## src/rtl/param_swap_pkg.sv

```systemverilog
// Shared definitions for the reordering register bank: op encodings, FSM states
// and the index helper used by the reverse sequence.
package param_swap_pkg;

    typedef enum logic [1:0] {
        OP_SWAP = 2'b00,
        OP_ROTL = 2'b01,
        OP_REV  = 2'b10,
        OP_NOP  = 2'b11
    } op_t;

    typedef enum logic [2:0] {
        S_IDLE,
        S_RD,
        S_MV,
        S_WB,
        S_ROT,
        S_DONE
    } state_t;

    // Partner of entry k when the bank is reversed.
    function automatic int unsigned mirror_idx(input int unsigned k, input int unsigned nregs);
        return nregs - 1 - k;
    endfunction

endpackage

```

## src/rtl/swap_bank_regfile.sv

```systemverilog
// WIDTH x NREGS storage: async clear, one write port, whole-bank combinational
// view, and a single-cycle rotate-left of all entries.
module swap_bank_regfile #(
    parameter int WIDTH = 8,
    parameter int NREGS = 4,
    localparam int IDXW = $clog2(NREGS)
) (
    input  logic                          clk,
    input  logic                          rst,
    input  logic                          we,
    input  logic [IDXW-1:0]               waddr,
    input  logic [WIDTH-1:0]              wdata,
    input  logic                          rot_en,
    output logic [NREGS-1:0][WIDTH-1:0]   q
);

    always_ff @(posedge clk or posedge rst) begin
        if (rst) begin
            q <= '0;
        end else if (rot_en) begin
            // entry[n] takes entry[n+1]; entry[0] wraps into the top slot
            q <= {q[0], q[NREGS-1:1]};
        end else if (we) begin
            q[waddr] <= wdata;
        end
    end

endmodule

```

## src/rtl/param_swap_bank.sv

```systemverilog
// Register bank that swaps, rotates or reverses its entries on command, with a
// load port, a command handshake, a done pulse and a completed-command counter.
module param_swap_bank
    import param_swap_pkg::*;
#(
    parameter int WIDTH = 8,
    parameter int NREGS = 4,
    parameter int CNTW  = 16,
    localparam int IDXW = $clog2(NREGS)
) (
    input  logic             clk,
    input  logic             rst,
    input  logic             wr_en,
    input  logic [IDXW-1:0]  wr_idx,
    input  logic [WIDTH-1:0] wr_data,
    input  logic             cmd_valid,
    output logic             cmd_ready,
    input  logic [1:0]       cmd_op,
    input  logic [IDXW-1:0]  cmd_i,
    input  logic [IDXW-1:0]  cmd_j,
    input  logic [IDXW-1:0]  rd_idx,
    output logic [WIDTH-1:0] rd_data,
    output logic             busy,
    output logic             done,
    output logic [CNTW-1:0]  cmd_count
);

    localparam logic [IDXW-1:0] K_LAST = IDXW'(NREGS / 2 - 1);

    state_t                      state;
    op_t                         op_r;
    logic [IDXW-1:0]             i_r, j_r, k_r;
    logic [IDXW-1:0]             addr_a, addr_b;
    logic [WIDTH-1:0]            tmp_r;
    logic [CNTW-1:0]             cnt_r;
    logic                        busy_r, done_r;
    logic [NREGS-1:0][WIDTH-1:0] q;
    logic                        we, rot_en;
    logic [IDXW-1:0]             waddr;
    logic [WIDTH-1:0]            wdata;

    // Handshake: a command transfers on a rising edge where cmd_valid && cmd_ready;
    // op/i/j are captured there and the host may change them afterwards. A pending
    // load owns the idle cycle, so the host keeps cmd_valid up until it is taken.
    assign cmd_ready = (state == S_IDLE) && !wr_en && !rst;

    // The reverse walk reuses the swap micro-sequence with a pair derived from k.
    assign addr_a = (op_r == OP_REV) ? k_r : i_r;
    assign addr_b = (op_r == OP_REV) ? IDXW'(mirror_idx(32'(k_r), NREGS)) : j_r;

    always_comb begin
        we     = 1'b0;
        waddr  = wr_idx;
        wdata  = wr_data;
        rot_en = (state == S_ROT);
        case (state)
            S_IDLE: we = wr_en;
            S_MV: begin
                we    = 1'b1;
                waddr = addr_a;
                wdata = q[addr_b];
            end
            S_WB: begin
                we    = 1'b1;
                waddr = addr_b;
                wdata = tmp_r;
            end
            default: ;
        endcase
    end

    swap_bank_regfile #(
        .WIDTH (WIDTH),
        .NREGS (NREGS)
    ) u_regfile (
        .clk    (clk),
        .rst    (rst),
        .we     (we),
        .waddr  (waddr),
        .wdata  (wdata),
        .rot_en (rot_en),
        .q      (q)
    );

    always_ff @(posedge clk or posedge rst) begin
        if (rst) begin
            state  <= S_IDLE;
            op_r   <= OP_SWAP;
            i_r    <= '0;
            j_r    <= '0;
            k_r    <= '0;
            tmp_r  <= '0;
            cnt_r  <= '0;
            busy_r <= 1'b0;
            done_r <= 1'b0;
        end else begin
            case (state)
                S_IDLE: begin
                    if (cmd_valid && cmd_ready) begin
                        op_r   <= op_t'(cmd_op);
                        i_r    <= cmd_i;
                        j_r    <= cmd_j;
                        k_r    <= '0;
                        busy_r <= 1'b1;
                        case (op_t'(cmd_op))
                            OP_SWAP, OP_REV: state <= S_RD;
                            OP_ROTL:         state <= S_ROT;
                            default: begin
                                state  <= S_DONE;
                                done_r <= 1'b1;
                            end
                        endcase
                    end
                end
                S_RD: begin
                    tmp_r <= q[addr_a];
                    state <= S_MV;
                end
                S_MV: state <= S_WB;
                S_WB: begin
                    if (op_r == OP_REV && k_r < K_LAST) begin
                        k_r   <= k_r + 1'b1;
                        state <= S_RD;
                    end else begin
                        state  <= S_DONE;
                        done_r <= 1'b1;
                    end
                end
                S_ROT: begin
                    state  <= S_DONE;
                    done_r <= 1'b1;
                end
                S_DONE: begin
                    state  <= S_IDLE;
                    done_r <= 1'b0;
                    busy_r <= 1'b0;
                    cnt_r  <= cnt_r + 1'b1;
                end
                default: begin
                    state  <= S_IDLE;
                    done_r <= 1'b0;
                    busy_r <= 1'b0;
                end
            endcase
        end
    end

    assign rd_data   = q[rd_idx];
    assign busy      = busy_r;
    assign done      = done_r;
    assign cmd_count = cnt_r;

endmodule

```

## config.mk

```make
export PLATFORM = sky130hd
export DESIGN_NAME = param_swap_bank
export DESIGN_NICKNAME = d
export VERILOG_FILES = /design/src/rtl/param_swap_pkg.sv /design/src/rtl/swap_bank_regfile.sv /design/src/rtl/param_swap_bank.sv
export SDC_FILE = /design/constraint.sdc
export NUM_CORES = 1
export LEC_CHECK = 0
export CAP_MARGIN = 10
export CORE_UTILIZATION = 25
export DETAILED_ROUTE_END_ITERATION = 16
export GPL_ROUTABILITY_DRIVEN = 0
export GPL_TIMING_DRIVEN = 0
export PLACE_DENSITY_LB_ADDON = 0.25
export SYNTH_ARGS = -nofsm -noshare
export SYNTH_HDL_FRONTEND = slang
export SYNTH_SLANG_ARGS = --single-unit
```

## constraint.sdc

```tcl
create_clock -name clk -period 2.55 [get_ports clk]
set_input_delay 0.3825 -clock clk [delete_from_list [all_inputs] [get_ports clk]]
set_output_delay 0.3825 -clock clk [all_outputs]
set_load 0.05 [all_outputs]
```

Yosys cells after proc, flatten, opt, wreduce, memory -nomap -nowiden
Index checks and enable logic that the tools add are counted.
{"block": "totals", "regBits": 69, "inputBits": 22, "out_inout_bits": 27, "elab_cells": 85}
{"block": "op_classes", "n_addsub": 3, "magnitude_cmp": 6, "eq_ne": 12, "muxes": 29, "bitwise": 2, "reduce_logical": 20}
{"op": "32-bit two-way mux", "n": 2}
{"op": "8-bit binary-select mux with 2-bit select", "n": 3}
{"op": "32-bit bitwise mux", "n": 1}
{"op": "8-bit two-way mux", "n": 4}
{"op": "16-bit by 1-bit adder with 16-bit output (second input constant)", "n": 1}
{"op": "8-bit demux with 2-bit select", "n": 1}
{"op": "8-bit one-hot mux with 2 select lines", "n": 1}
{"op": "3-bit one-hot mux with 5 select lines", "n": 1}
{"op": "2-bit by 3-bit < comparator with 1-bit output (second input constant)", "n": 4}
{"op": "2-bit two-way mux", "n": 4}
{"op": "2-bit one-hot mux with 2 select lines", "n": 2}
{"op": "3-bit by 2-bit equality test with 1-bit output (second input constant)", "n": 2}
{"op": "3-bit equality test (second input constant)", "n": 2}
{"op": "3-bit two-way mux", "n": 2}
{"op": "2-bit != test (second input constant)", "n": 3}
{"op": "3-bit one-hot mux with 2 select lines", "n": 1}
{"op": "2-bit OR reduction", "n": 3}
{"op": "1-bit logical AND", "n": 5}
{"op": "2-bit equality test (second input constant)", "n": 2}
{"op": "1-bit two-way mux", "n": 4}
{"op": "1-bit one-hot mux with 2 select lines", "n": 2}
{"op": "1-bit one-hot mux with 4 select lines", "n": 1}
{"op": "2-bit AND reduction", "n": 2}
{"op": "4-bit AND reduction", "n": 1}
{"op": "15 further kinds", "n": 18}

Logic depth before layout (Yosys ltp)
Gate-level depths: netlist (run 1).
{"block": "logic_depth", "ltp_word": 10, "ltp_mapped": 9, "ltp_nobuf": 5}

Modules after synthesis
Synthesis (run 1) repeated with hierarchy kept, for this count alone.
{"block": "unflattened", "hier_cells": 475, "hier_area_um2": 4301.6}
{"module": "param_swap_bank", "instances": 1, "cells_each": 292, "area_each_um2": 2710.1, "seq_area_each_um2": 925.9}
{"module": "swap_bank_regfile", "instances": 1, "cells_each": 183, "area_each_um2": 1591.5, "seq_area_each_um2": 800.8}

Worst setup path after synthesis (run 1)
OpenSTA, ideal clock, no wires.
{"block": "synth_timing", "path_type": "register to register", "from": "reg state[1]", "to": "reg k_r[0]", "setup_ps": 125, "t_arrival_ps": 2592, "path_slack_ps": -166, "path_stages_with_launch": 7, "cell_sequence": "dfrtp_1 buf_4 or2_1 nor4_2 nand2_1 a21o_1 mux2_2"}
{"block": "synth_via", "elab_chain_cells": 6, "elab_cells_between_ends": 10}
{"item": "start: declaration", "line_no": "param_swap_bank.sv:30", "text": "state_t state;"}
{"item": "start signal: assignment", "line_no": "param_swap_bank.sv:87", "text": "state <= S_IDLE;"}
{"item": "start signal: assignment", "line_no": "param_swap_bank.sv:106", "text": "OP_SWAP, OP_REV: state <= S_RD;"}
{"item": "start signal: assignment", "line_no": "param_swap_bank.sv:107", "text": "OP_ROTL: state <= S_ROT;"}
{"item": "3-bit zero test", "line_no": "param_swap_bank.sv:45", "text": "assign cmd_ready = (state == S_IDLE) && !wr_en && !rst;"}
{"item": "1-bit logical AND (2 in a row)", "line_no": "param_swap_bank.sv:45"}
{"item": "named net cmd_ready", "line_no": "param_swap_bank.sv:17", "text": "output logic cmd_ready,"}
{"item": "1-bit logical AND", "line_no": "param_swap_bank.sv:99", "text": "if (cmd_valid && cmd_ready) begin"}
{"item": "2-bit by 1-bit != test with 1-bit output (no source line)"}
{"item": "3-bit AND reduction (no source line)"}
{"item": "end signal: assignment", "line_no": "param_swap_bank.sv:122", "text": "k_r <= k_r + 1'b1;"}
{"item": "end: declaration", "line_no": "param_swap_bank.sv:32", "text": "logic [IDXW-1:0] i_r, j_r, k_r;"}
The timed path passes the listed nets, and every way through them passes these cells.
A chain may end at the register's enable or synchronous reset.

Worst setup path after layout (run 1)
{"block": "layout_timing", "from": "reg k_r[0]", "to": "reg u_regfile.q[31] in the netlist's numbering"}
{"block": "layout_via", "elab_chain_cells": 10, "elab_cells_between_ends": 15}
{"item": "2-bit subtractor", "line_no": "param_swap_pkg.sv:23", "text": "return nregs - 1 - k;"}
{"item": "2-bit two-way mux", "line_no": "param_swap_bank.sv:49", "text": "assign addr_b = (op_r == OP_REV) ? IDXW'(mirror_idx(32'(k_r), NREGS)) : j_r;"}
{"item": "2-bit one-hot mux with 2 select lines", "line_no": "param_swap_bank.sv:56", "text": "case (state)"}
{"item": "2-bit by 3-bit < comparator with 1-bit output (not written as such) or 2-bit by 1-bit greater-or-equal comparator with 1-bit output (tied branches)", "line_no": "swap_bank_regfile.sv:24", "text": "q[waddr] <= wdata;"}
{"item": "1-bit logical AND (not written as such)", "line_no": "swap_bank_regfile.sv:24"}
{"item": "8-bit two-way mux (not written as such)", "line_no": "swap_bank_regfile.sv:24"}
{"item": "8-bit demux with 2-bit select"}
{"item": "32-bit bitwise mux (*)", "line_no": "swap_bank_regfile.sv:24"}
{"item": "32-bit two-way mux (*)", "line_no": "swap_bank_regfile.sv:23", "text": "end else if (we) begin"}
{"item": "32-bit two-way mux (*)", "line_no": "swap_bank_regfile.sv:20", "text": "end else if (rot_en) begin"}
{"item": "end signal: assignment", "line_no": "swap_bank_regfile.sv:22", "text": "q <= {q[0], q[NREGS-1:1]};"}
{"item": "end signal: indexed assignment", "line_no": "swap_bank_regfile.sv:24"}
{"item": "end: declaration", "line_no": "swap_bank_regfile.sv:14", "text": "output logic [NREGS-1:0][WIDTH-1:0] q"}
Every way passes the cells marked *; elsewhere a longest branch is shown, timed or not. The select of a mux whose other input is x is not followed.

==> flow_summary.rst, run 1 <==
.. list-table::
   :header-rows: 1

   * - Metric
     - Value
   * - Clock root buffer
     - sky130_fd_sc_hd__clkbuf_16
   * - Global-route wire length before repair
     - 23100 um
   * - Dominant synthesized flop cell
     - sky130_fd_sc_hd__dfrtp_1
   * - Most frequent cells after synthesis
     - sky130_fd_sc_hd__dfrtp_1, sky130_fd_sc_hd__nand2_1, sky130_fd_sc_hd__inv_1
   * - RSZ-0062 raised after global routing
     - no
   * - Post-layout total power
     - 7.79 mW
   * - Fraction of layout cells with a size suffix above 1
     - 13.5%
   * - Placed cell areas
     - 5160 sq um
   * - Multi-input combinational cell area
     - 2390 sq um
   * - Detailed-route wire length
     - 14900 um
   * - Count of synthesis-stage warnings from yosys
     - 0
   * - Number of inserted diodes
     - 0
   * - Synthesized area
     - 4400 sq um
   * - Cell class contributing the biggest share of worst-path delay
     - compound AO/OA/AOI/OAI gates
   * - Initial antenna violation count
     - 0
   * - Count of routing violations after the opening detailed-route iteration
     - 436
   * - Area of all placed cells without fillers
     - 5490 sq um
   * - Static power due to leakage
     - 2.24 nW
   * - Buf+Inv Stages, Crit Path
     - 2
   * - Share of the cycle needed by the critical path after routing
     - 95.8%
   * - Worst path cell trace
     - buf_2 -> nand3b_2 -> o21a_1 -> clkbuf_1 -> o2111ai_1 -> nand3_1 -> o221ai_1
   * - Number of filler instances in the final layout
     - 1778
   * - Seq/Total Area, Yosys
     - 39.2%
   * - Die footprint
     - 18100 sq um
   * - Number of hold violations in the final report
     - 0
   * - Outcome
     - finished clean
   * - Most numerous cell in the Yosys netlist
     - sky130_fd_sc_hd__dfrtp_1
   * - Data required time of the worst path
     - 2730 ps
   * - Reg2Reg Setup Slack
     - 110 ps
   * - Post-CTS Hold Buffers
     - 0
   * - Detail Route Antenna Nets
     - 0
   * - Number of cells traversed by the worst register-to-register path
     - 7
   * - Die Height
     - 135 um
   * - Maximum number of pins on one net before global-route repair
     - 70
   * - Clock tree from TritonCTS
     - done
   * - Launching element type of the critical path
     - flop
   * - Post-synthesis async set-or-reset flop share
     - 100%
   * - Dominant cells by area after synthesis
     - sky130_fd_sc_hd__dfrtp_1, sky130_fd_sc_hd__mux4_2, sky130_fd_sc_hd__nand2_1
   * - Clock input transition at the sequential cells of the worst setup and hold paths
     - 60 ps
   * - Reg2reg end
     - u_regfile.q[31]
   * - CP startpoint
     - k_r[0]
   * - Average size of a mapped cell
     - 9.48 sq um
   * - Floorplan Core Area
     - 17200 sq um
   * - Total area of sequential cells
     - 1730 sq um
   * - Start-to-end type of the worst setup path
     - flop to flop
   * - Count of standard-cell rows
     - 48
   * - Critical Path Stages
     - 7
   * - Final worst hold slack
     - 479 ps
   * - Vias/cell
     - 5.42
   * - Count of buffers added by post-CTS timing repair for setup
     - 0
   * - Net count after synthesis
     - 488
   * - CTS Buf Count
     - 9
   * - Total vias in the final route
     - 4068
   * - Slowest stage cell on the critical path
     - sky130_fd_sc_hd__clkbuf_1
   * - Cells after Synth
     - 464
   * - Post-layout net count
     - 545
   * - Number of enable-type register cells in the synthesized netlist
     - 0
   * - Overall global routing resource usage
     - 17.1%
   * - Highest attainable clock frequency
     - 409 MHz
   * - Minimum clock period after layout
     - 2440 ps
   * - Layout Skew
     - 9.27 ps
   * - Longest Clk Path Bufs
     - 2
   * - Yosys top cell by area
     - sky130_fd_sc_hd__dfrtp_1
   * - Crit end category
     - flop
   * - Final standard cell utilization of the core
     - 31.9%
   * - Max-slew violations
     - 0
   * - Max VDD drop
     - 0.440 mV
   * - Maximum cell stage delay along the critical path
     - 510 ps
   * - CTS HTree Levels
     - 3
   * - Power density cells
     - 1420 nW/um^2
   * - Count of endpoints failing setup in the final report
     - 0
   * - Overflow after GRT
     - 0
   * - Total I/O pin count
     - 49
   * - Flip-flop and latch count after synthesis
     - 69
   * - Chip Width
     - 135 um
   * - Hold/Removal Path Class
     - flop to flop
   * - DP Wirelength
     - 9850 um
   * - Portion of synthesized cell area occupied by the leading cell type
     - 39.2%
   * - Critical path peak fanout
     - 10
   * - Maximum Capacitance Violations
     - 0
   * - Hold path startpoint
     - cmd_count[15]
   * - Critical path endpoint
     - u_regfile.q[31]
   * - Detailed-route wire length per cell
     - 19.8 um
   * - Initial core utilization
     - 25.5%
   * - Slew margin rel.
     - 37.3%
   * - Clock insertion delay at the later pin of the skew report
     - 350 ps
   * - Number of remaining DRC errors
     - 0
   * - Slew at the pin closest to its max-slew limit
     - 922 ps
   * - Pre-antenna DRT Iters
     - 6
   * - Clock Sink Count
     - 69
   * - Reg2reg start
     - k_r[0]
   * - Vias in the first global route
     - 4061
   * - Critical Path AT
     - 2630 ps
   * - Synth-to-Final Area Change
     - 24.8%
   * - Count of different cell masters after synthesis
     - 60
   * - Port bufs
     - 46
## final cells by class
class	instances	share of cell area, %
tap	225	5.13
sequential	69	31.4
multi-input combinational	327	43.5
clock inverter	4	1.28
buffer	33	3.12
clock buffer	12	4.67
inverter	34	2.37
timing repair buffer	47	8.50
## layer usage
metal	part of all wire, %	vias to the layer above	wire (um)	track usage (%)
li1	-	1848	-	-
met1	44	1983	6490	22.5
met4	3.6	0	534	10.4
met2	46	192	6830	26.4
met3	6.7	45	1000	2.55
met5	0	-	0	0
## cells in the final DEF (no fill, tap or decap), types with 6 or more instances in the layout
cell type                         Yosys  routed
sky130_fd_sc_hd__buf_2               12      12
sky130_fd_sc_hd__o221ai_1             7       7
sky130_fd_sc_hd__nand3_1             14      14
sky130_fd_sc_hd__o21ai_0             23      23
sky130_fd_sc_hd__a22oi_1              7       7
sky130_fd_sc_hd__o2111ai_1            8       8
sky130_fd_sc_hd__clkbuf_16            0       9
sky130_fd_sc_hd__nand2_1             62      62
sky130_fd_sc_hd__xnor2_1             13      13
sky130_fd_sc_hd__clkdlybuf4s50_1      0      45
sky130_fd_sc_hd__o211ai_1            24      24
sky130_fd_sc_hd__o31ai_1              7       7
sky130_fd_sc_hd__clkbuf_1            15      13
sky130_fd_sc_hd__o22ai_1              9       9
sky130_fd_sc_hd__dfrtp_1             69      69
sky130_fd_sc_hd__xor2_1               6       6
sky130_fd_sc_hd__nand4_1             13      13
sky130_fd_sc_hd__nor2_1              19      19
sky130_fd_sc_hd__inv_1               34      33
sky130_fd_sc_hd__mux4_2              16      16
sky130_fd_sc_hd__a31oi_1             26      26
sky130_fd_sc_hd__a21oi_1             12      12
## flip-flops by register name, summed over array words and instances (netlist names)
| name | flops |
|---|---|
| cmd_count | 16 |
| op_r | 2 |
| done | 1 |
| tmp_r | 8 |
| state | 3 |
| busy | 1 |
| u_regfile.q | 32 |
| i_r | 2 |
| j_r | 2 |
| k_r | 2 |
## report_power, final
group	leakage (nW)	internal (mW)	switching [mW]	total (mW)
Combinational	1.24	1.64	2.70	4.34
Sequential	0.838	1.55	0.508	2.06
Clock	0.163	0.906	0.483	1.39
## worst register-to-register path: stages, from the launching register on
cell and delay (ps):
sky130_fd_sc_hd__dfrtp_1 360, sky130_fd_sc_hd__buf_2 160, sky130_fd_sc_hd__nand3b_2 260, sky130_fd_sc_hd__o21a_1 430
sky130_fd_sc_hd__clkbuf_1 510, sky130_fd_sc_hd__o2111ai_1 210, sky130_fd_sc_hd__nand3_1 200, sky130_fd_sc_hd__o221ai_1 150
## timing repair
item	4_1_cts	5_1_grt
endpoints found under the setup margin	9	16
gates resized for setup	3	1
pin swaps	0	1
## per-stage QoR
step                      setup slack, ps  cells  setup TNS [ps]
after global routing                 13.3    751               0
after floorplan                       242    464               0
after global placement               -893    735          -62930
after detailed placement             -181    736           -1200
final                                 106    751               0
after CTS                            66.1    752               0
## logic make-up after synthesis
| group | Yosys count | share of synthesized area, % |
|---|---|---|
| and+or+nand+nor | 142 | 16.5 |
| AOI/OAI and AO/OA | 141 | 23.1 |
| DFF | 69 | 39.2 |
| buffers and inverters | 68 | 6.82 |
| muxes | 23 | 9.95 |
| xor gates and xnor gates | 19 | 3.78 |
| adders and majority gates | 2 | 0.569 |
## how the worst min path moves through the flow
stage	endpoint	slack (ps)	cells after the start
2_1_floorplan	i_r[0]	490	2
3_3_place_gp	busy	460	2
3_5_place_dp	cmd_count[15]	470	1
4_1_cts	cmd_count[15]	480	1
5_1_grt	cmd_count[15]	500	1
6_report	cmd_count[15]	480	1
Power figures use the tool's default switching activity.
==> run 2, diff against run 1 <==
--- a/config.mk
+++ b/config.mk
@@ -5,10 +5,10 @@
 export SDC_FILE = /design/constraint.sdc
 export NUM_CORES = 1
 export LEC_CHECK = 0
+export ABC_CLOCK_PERIOD_IN_PS = 2550
 export CAP_MARGIN = 10
 export CORE_UTILIZATION = 25
 export DETAILED_ROUTE_END_ITERATION = 16
-export GPL_ROUTABILITY_DRIVEN = 0
 export GPL_TIMING_DRIVEN = 0
 export PLACE_DENSITY_LB_ADDON = 0.25
 export SYNTH_ARGS = -nofsm -noshare
==> run 2 against run 1 <==
Against the previous run:
- critical path depth is the same
- core utilization grew 0.12 points
- clock skew shrank 2.6 ps
- die area is the same
- total power grew 1.6%
- routed wire length grew 1.9%
- cell count shrank 0.13%
- hold slack gained 3.7 ps
- first-iteration DRC count grew 46%
- via count grew 1.7%
- critical endpoint is now u_regfile.q[30]
- largest cell class unchanged
==> flow_summary.rst, run 2 (same netlist as run 1, synthesis figures left out) <==
.. list-table::
   :header-rows: 1

   * - Metric
     - Value
   * - Overall global routing resource usage
     - 17.5%
   * - Highest-count cells in the layout ignoring fill and taps
     - sky130_fd_sc_hd__dfrtp_1, sky130_fd_sc_hd__nand2_1, sky130_fd_sc_hd__clkdlybuf4s50_1, sky130_fd_sc_hd__inv_1, sky130_fd_sc_hd__a31oi_1
   * - Count of buffers added by post-CTS timing repair for setup
     - 0
   * - Clock Sink Count
     - 69
   * - Data required time of the worst path
     - 2730 ps
   * - Critical path peak fanout
     - 10
   * - Initial antenna violation count
     - 0
   * - Post-route insts no fill
     - 750
   * - Multi-input combinational cell area
     - 2390 sq um
   * - GRT met3 Usage
     - 3.79%
   * - Die footprint
     - 18100 sq um
   * - Clock input transition at the sequential cells of the worst setup and hold paths
     - 60 ps
   * - Maximum number of pins on one net before global-route repair
     - 70
   * - Most frequent standard cell in the layout excluding fill and tap cells
     - sky130_fd_sc_hd__dfrtp_1
   * - Hold path startpoint
     - busy
   * - Critical Path AT
     - 2720 ps
   * - Post-layout net count
     - 545
   * - CP startpoint
     - k_r[0]
   * - Hold/Removal Path Class
     - flop to flop
   * - Floorplan Core Area
     - 17200 sq um
   * - Count of endpoints failing setup in the final report
     - 0
   * - Total I/O pin count
     - 49
   * - Register containing the most flip-flops in the final layout
     - u_regfile.q
   * - Total vias in the final route
     - 4137
   * - Highest attainable clock frequency
     - 395 MHz
   * - Clock root buffer
     - sky130_fd_sc_hd__clkbuf_16
   * - Vias/cell
     - 5.52
   * - Final worst hold slack
     - 483 ps
   * - Met2 capacity usage during global routing
     - 26.1%
   * - Count of standard-cell rows
     - 48
   * - Slew margin rel.
     - 35.9%
   * - Number of filler instances in the final layout
     - 1773
   * - Crit end category
     - flop
   * - Clock tree from TritonCTS
     - done
   * - Static power due to leakage
     - 2.25 nW
   * - Longest Clk Path Bufs
     - 2
   * - Count of routing violations after the opening detailed-route iteration
     - 635
   * - Die Height
     - 135 um
   * - Chip Width
     - 135 um
   * - Max VDD drop
     - 0.409 mV
   * - Total area of sequential cells
     - 1730 sq um
   * - Synth-to-Final Area Change
     - 25.3%
   * - Number of flip-flops in the largest register
     - 32
   * - Clock insertion delay at the later pin of the skew report
     - 350 ps
   * - Pre-antenna DRT Iters
     - 8
   * - Detailed-route wire length per cell
     - 20.2 um
   * - Placer's final routability congestion estimate
     - 0.878
   * - Number of placed instances with taps included
     - 736
   * - Max-slew violations
     - 0
   * - Fraction of layout cells with a size suffix above 1
     - 13.5%
   * - RSZ-0062 raised after global routing
     - no
   * - Power density cells
     - 1440 nW/um^2
   * - CTS-repair resized insts
     - 3
   * - Start-to-end type of the worst setup path
     - flop to flop
   * - Reg2reg start
     - k_r[0]
   * - Number of remaining DRC errors
     - 0
   * - Post-CTS Hold Buffers
     - 0
   * - Port bufs
     - 46
   * - Detailed-route wire length
     - 15100 um
   * - Launching element type of the critical path
     - flop
   * - CTS HTree Levels
     - 3
   * - Number of hold violations in the final report
     - 0
   * - Detail Route Antenna Nets
     - 0
   * - Initial core utilization
     - 25.5%
   * - Share of the cycle needed by the critical path after routing
     - 99.3%
   * - Layout Skew
     - 6.70 ps
   * - Number of inserted diodes
     - 0
   * - CTS Buf Count
     - 9
   * - Layer carrying the most global-route usage
     - met2
   * - Reg2Reg Setup Slack
     - 20 ps
   * - Minimum clock period after layout
     - 2530 ps
   * - Global-route wire length before repair
     - 23500 um
   * - DP Wirelength
     - 9910 um
   * - Slew at the pin closest to its max-slew limit
     - 943 ps
   * - Fraction of met1 tracks used by global routing
     - 23.5%
   * - Overflow after GRT
     - 0
   * - Maximum Capacitance Violations
     - 0
   * - Outcome
     - finished clean
   * - Vias in the first global route
     - 4036
[run 2: changes by cell type in the layout (fill, tap and decap cells not counted), sizes merged]
cell and delta:
bufinv +1, clkbuf -1, clkinv -1
[run 2: power breakdown]
part	switching (mW)	leakage [nW]	internal [mW]	total, mW
Clock	0.482	0.172	1.00	1.48
Sequential	0.518	0.838	1.55	2.07
Combinational	2.71	1.24	1.64	4.36
[run 2: final cells by class]
| cell class | count | share of cell area, % |
|---|---|---|
| buffer | 33 | 3.11 |
| clock buffer | 11 | 4.58 |
| clock inverter | 4 | 1.72 |
| inverter | 34 | 2.36 |
| multi-input combinational | 327 | 43.3 |
| sequential | 69 | 31.3 |
| tap | 225 | 5.11 |
| timing repair buffer | 47 | 8.46 |
[run 2: final timing paths]
path	cells past startpoint	to
worst max-delay path	7	u_regfile.q[30]
min in group asynchronous	2	state[1]
max in group asynchronous	2	u_regfile.q[26]
worst min-delay path	2	busy
worst min register to register	2	busy
worst max register to register	7	u_regfile.q[30]
[run 2: metrics by stage]
stage          util (%)  setup slack, ps  TNS, ps  power [mW]  instance area, sq um
2_1_floorplan         -              242        0        4.99                  4410
3_3_place_gp       29.9             -894   -62970        6.24                  5150
3_5_place_dp       29.9             -166    -1120        6.34                  5160
4_1_cts            32.0             11.0        0        7.86                  5510
5_1_grt            32.0             6.92        0        8.36                  5510
6_report           32.0             18.5        0        7.91                  5510
[run 2: worst max-delay path: stages, from the launching register on]
cell and delay, ps:
sky130_fd_sc_hd__dfrtp_1 350, sky130_fd_sc_hd__buf_2 160, sky130_fd_sc_hd__nand3b_2 270, sky130_fd_sc_hd__o21a_1 430, sky130_fd_sc_hd__clkbuf_1 560, sky130_fd_sc_hd__o211ai_1 220, sky130_fd_sc_hd__nand3_1 210, sky130_fd_sc_hd__o221ai_1 170
[run 2: routing by layer]
metal  share of wire (%)  vias to the layer above
met5                   0                        -
met1                  43                     2036
li1                    -                     1844
met3                 8.7                       35
met2                  46                      222
met4                 2.9                        0
==> RTL edit: new RTL, settings of run 1 <==
Encoding of `state_t`: now one-hot (6 bits for 6 states).
--- a/src/rtl/param_swap_pkg.sv
+++ b/src/rtl/param_swap_pkg.sv
@@ -11,9 +11,9 @@
 
-    typedef enum logic [2:0] {
-        S_IDLE,
-        S_RD,
-        S_MV,
-        S_WB,
-        S_ROT,
-        S_DONE
+    typedef enum logic [5:0] {
+        S_IDLE = 6'b000001,
+        S_RD   = 6'b000010,
+        S_MV   = 6'b000100,
+        S_WB   = 6'b001000,
+        S_ROT  = 6'b010000,
+        S_DONE = 6'b100000
     } state_t;
Check against the original RTL: no difference found for any inputs over 4 cycles, from zero or initial values and one cycle with rst high; so few cycles prove little.
==> RTL edit against run 1 <==
The run now ends with setup timing left; total power fell by 21%; setup slack got worse by 0.15 ns; design area rose by 3.8%; combinational power fell by 35%; clock skew fell by 0.0021 ns; core utilization rose by 3.9 points; synthesized area fell by 6.9%; critical path depth rose by 1; count of clock-buffer cells in the layout fell by 2; clock power fell by 5%; sequential power barely moved; routed wire length fell by 9.1%; sequential cell count rose by 3; critical path type unchanged.
==> RTL edit: results (changes against run 1) <==
Yosys:
- The proportion of synthesized chip area in sequential cells is 0.4401 (+0.04775).
- The share of the synthesized area in compound gates (AO/OA/AOI/OAI) came to 0.1759 (-0.05552).
- The xor and xnor area share after synthesis is 0.03635 (-0.001469).
- Ranked by total cell area, the synthesized netlist is headed by dfrtp_1 (43%), nand2_1 (6.0%), mux2_2 (5.8%).
- By count the netlist is led by dfrtp_1 (71), nand2_1 (66), a22oi_1 (25), o21ai_0 (25), mux2i_1 (22).
- The portion of netlist area occupied by mux cells was 0.1555 (+0.05595).

Timing:
- The post-layout worst setup margin is -0.04116 ns (-0.1476 ns).
- The final setup violation count was 15 (+15).

Run status:
- The run finished, with violations left.
- The checks that failed: setup timing.

Cells and area:
- The number of clock buffer instances in the layout is 10 (-2).
- The area used by multi-input combinational logic was 2476 um^2 (+3.6%).
- The non-clock inverter total of the final layout came to 9 (-74%).
- The number of fill cells is 1,581 (-11%).
- The share of layout cells above drive strength 1 is 0.2869 (+0.1519).
- The number of multi-input logic gates is 309 (-5.5%).

Global routing:
- The combined global-route utilization of all metal layers is 0.1670 (-0.003807).
- The number of global-route vias before repair is 3,716 (-8.5%).

Critical path:
- Following the worst setup path forward leads to its endpoint at u_regfile.q[2]$_DFFE_PP0P_.
- The count of cells along the worst register-to-register path is 8 (+1).
- On the critical path, the stage with the largest delay is an instance of o221ai_1.

Route:
- The total wirelength of the detailed-routed design came to 13,500 um (-9.1%).
- The number of optimization iterations in the first detailed-route pass is 5 (-1).
- The mean number of vias per cell is 5.155 (-4.8%).

Power and ir drop:
- The worst vdd rail ir drop is 0.0003704 V (-16%).
- The static leakage power is 2.358 nW (+5.4%).

Clock tree:
- The post-CTS repair timing setup buffer count is 18 (+18).
- The CTS sink count is 72 (+4.3%).
- The count of instances resized after the clock tree is built is 44 (+41).

Placement:
- The post-placement worst setup slack is -0.8206 ns (-0.6399 ns).
- The sum of net half-perimeters after detailed placement came to 8609 um (-13%).

Floorplanning:
- The tap cell instance count is 216 (-4.0%).
## RTL edit: power groups by stage
| stage | Combinational (mW) | Clock [mW] | Sequential (mW) |
|---|---|---|---|
| 2_1_floorplan | 1.71 | 0 | 2.01 |
| 3_3_place_gp | 2.42 | 0 | 2.00 |
| 3_5_place_dp | 2.47 | 0 | 2.03 |
| 4_1_cts | 2.64 | 1.34 | 2.02 |
| 5_1_grt | 3.02 | 1.40 | 2.12 |
| 6_report | 2.81 | 1.32 | 2.06 |
## RTL edit: critical path, delay by kind of cell (launching register included)
family | cells | cell delay (ns)
and+or+nand+nor | 3 | 0.95
AOI/OAI and AO/OA | 2 | 0.72
DFF | 1 | 0.42
muxes | 1 | 0.13
buffers and inverters | 2 | 0.30
## RTL edit: per-stage QoR
| stage | utilization | hold slack, ns | std cells | power (mW) | TNS [ns] |
|---|---|---|---|---|---|
| finish | 0.3576 | 0.4594 | 711 | 6.190 | -0.3086 |
| global route | 0.3576 | 0.5093 | 711 | 6.537 | -1.630 |
| CTS | 0.3448 | 0.4815 | 705 | 6.008 | 0 |
| detailed placement | 0.3068 | 0.4625 | 675 | 4.498 | -24.37 |
| global placement | 0.3049 | 0.4661 | 673 | 4.427 | -107.11 |
| floorplan | - | 0.4507 | 411 | 3.723 | -3.308 |
## RTL edit: logic make-up after synthesis
kind of cell,after synthesis
AO/OA/AOI/OAI,104
XOR/XNOR,17
adder cells (fa/ha/maj),2
buffers and inverters,30
flip-flops,72
multiplexers,51
AND/OR/NAND/NOR,135
## RTL edit: per-layer routing
layer | vias to the layer above | share of wire | GRT usage
met3 | 33 | 0.050 | 0.02419
li1 | 1688 | - | -
met1 | 1824 | 0.43 | 0.2102
met4 | 0 | 0.036 | 0.09986
met2 | 120 | 0.49 | 0.2724
met5 | - | 0 | 0
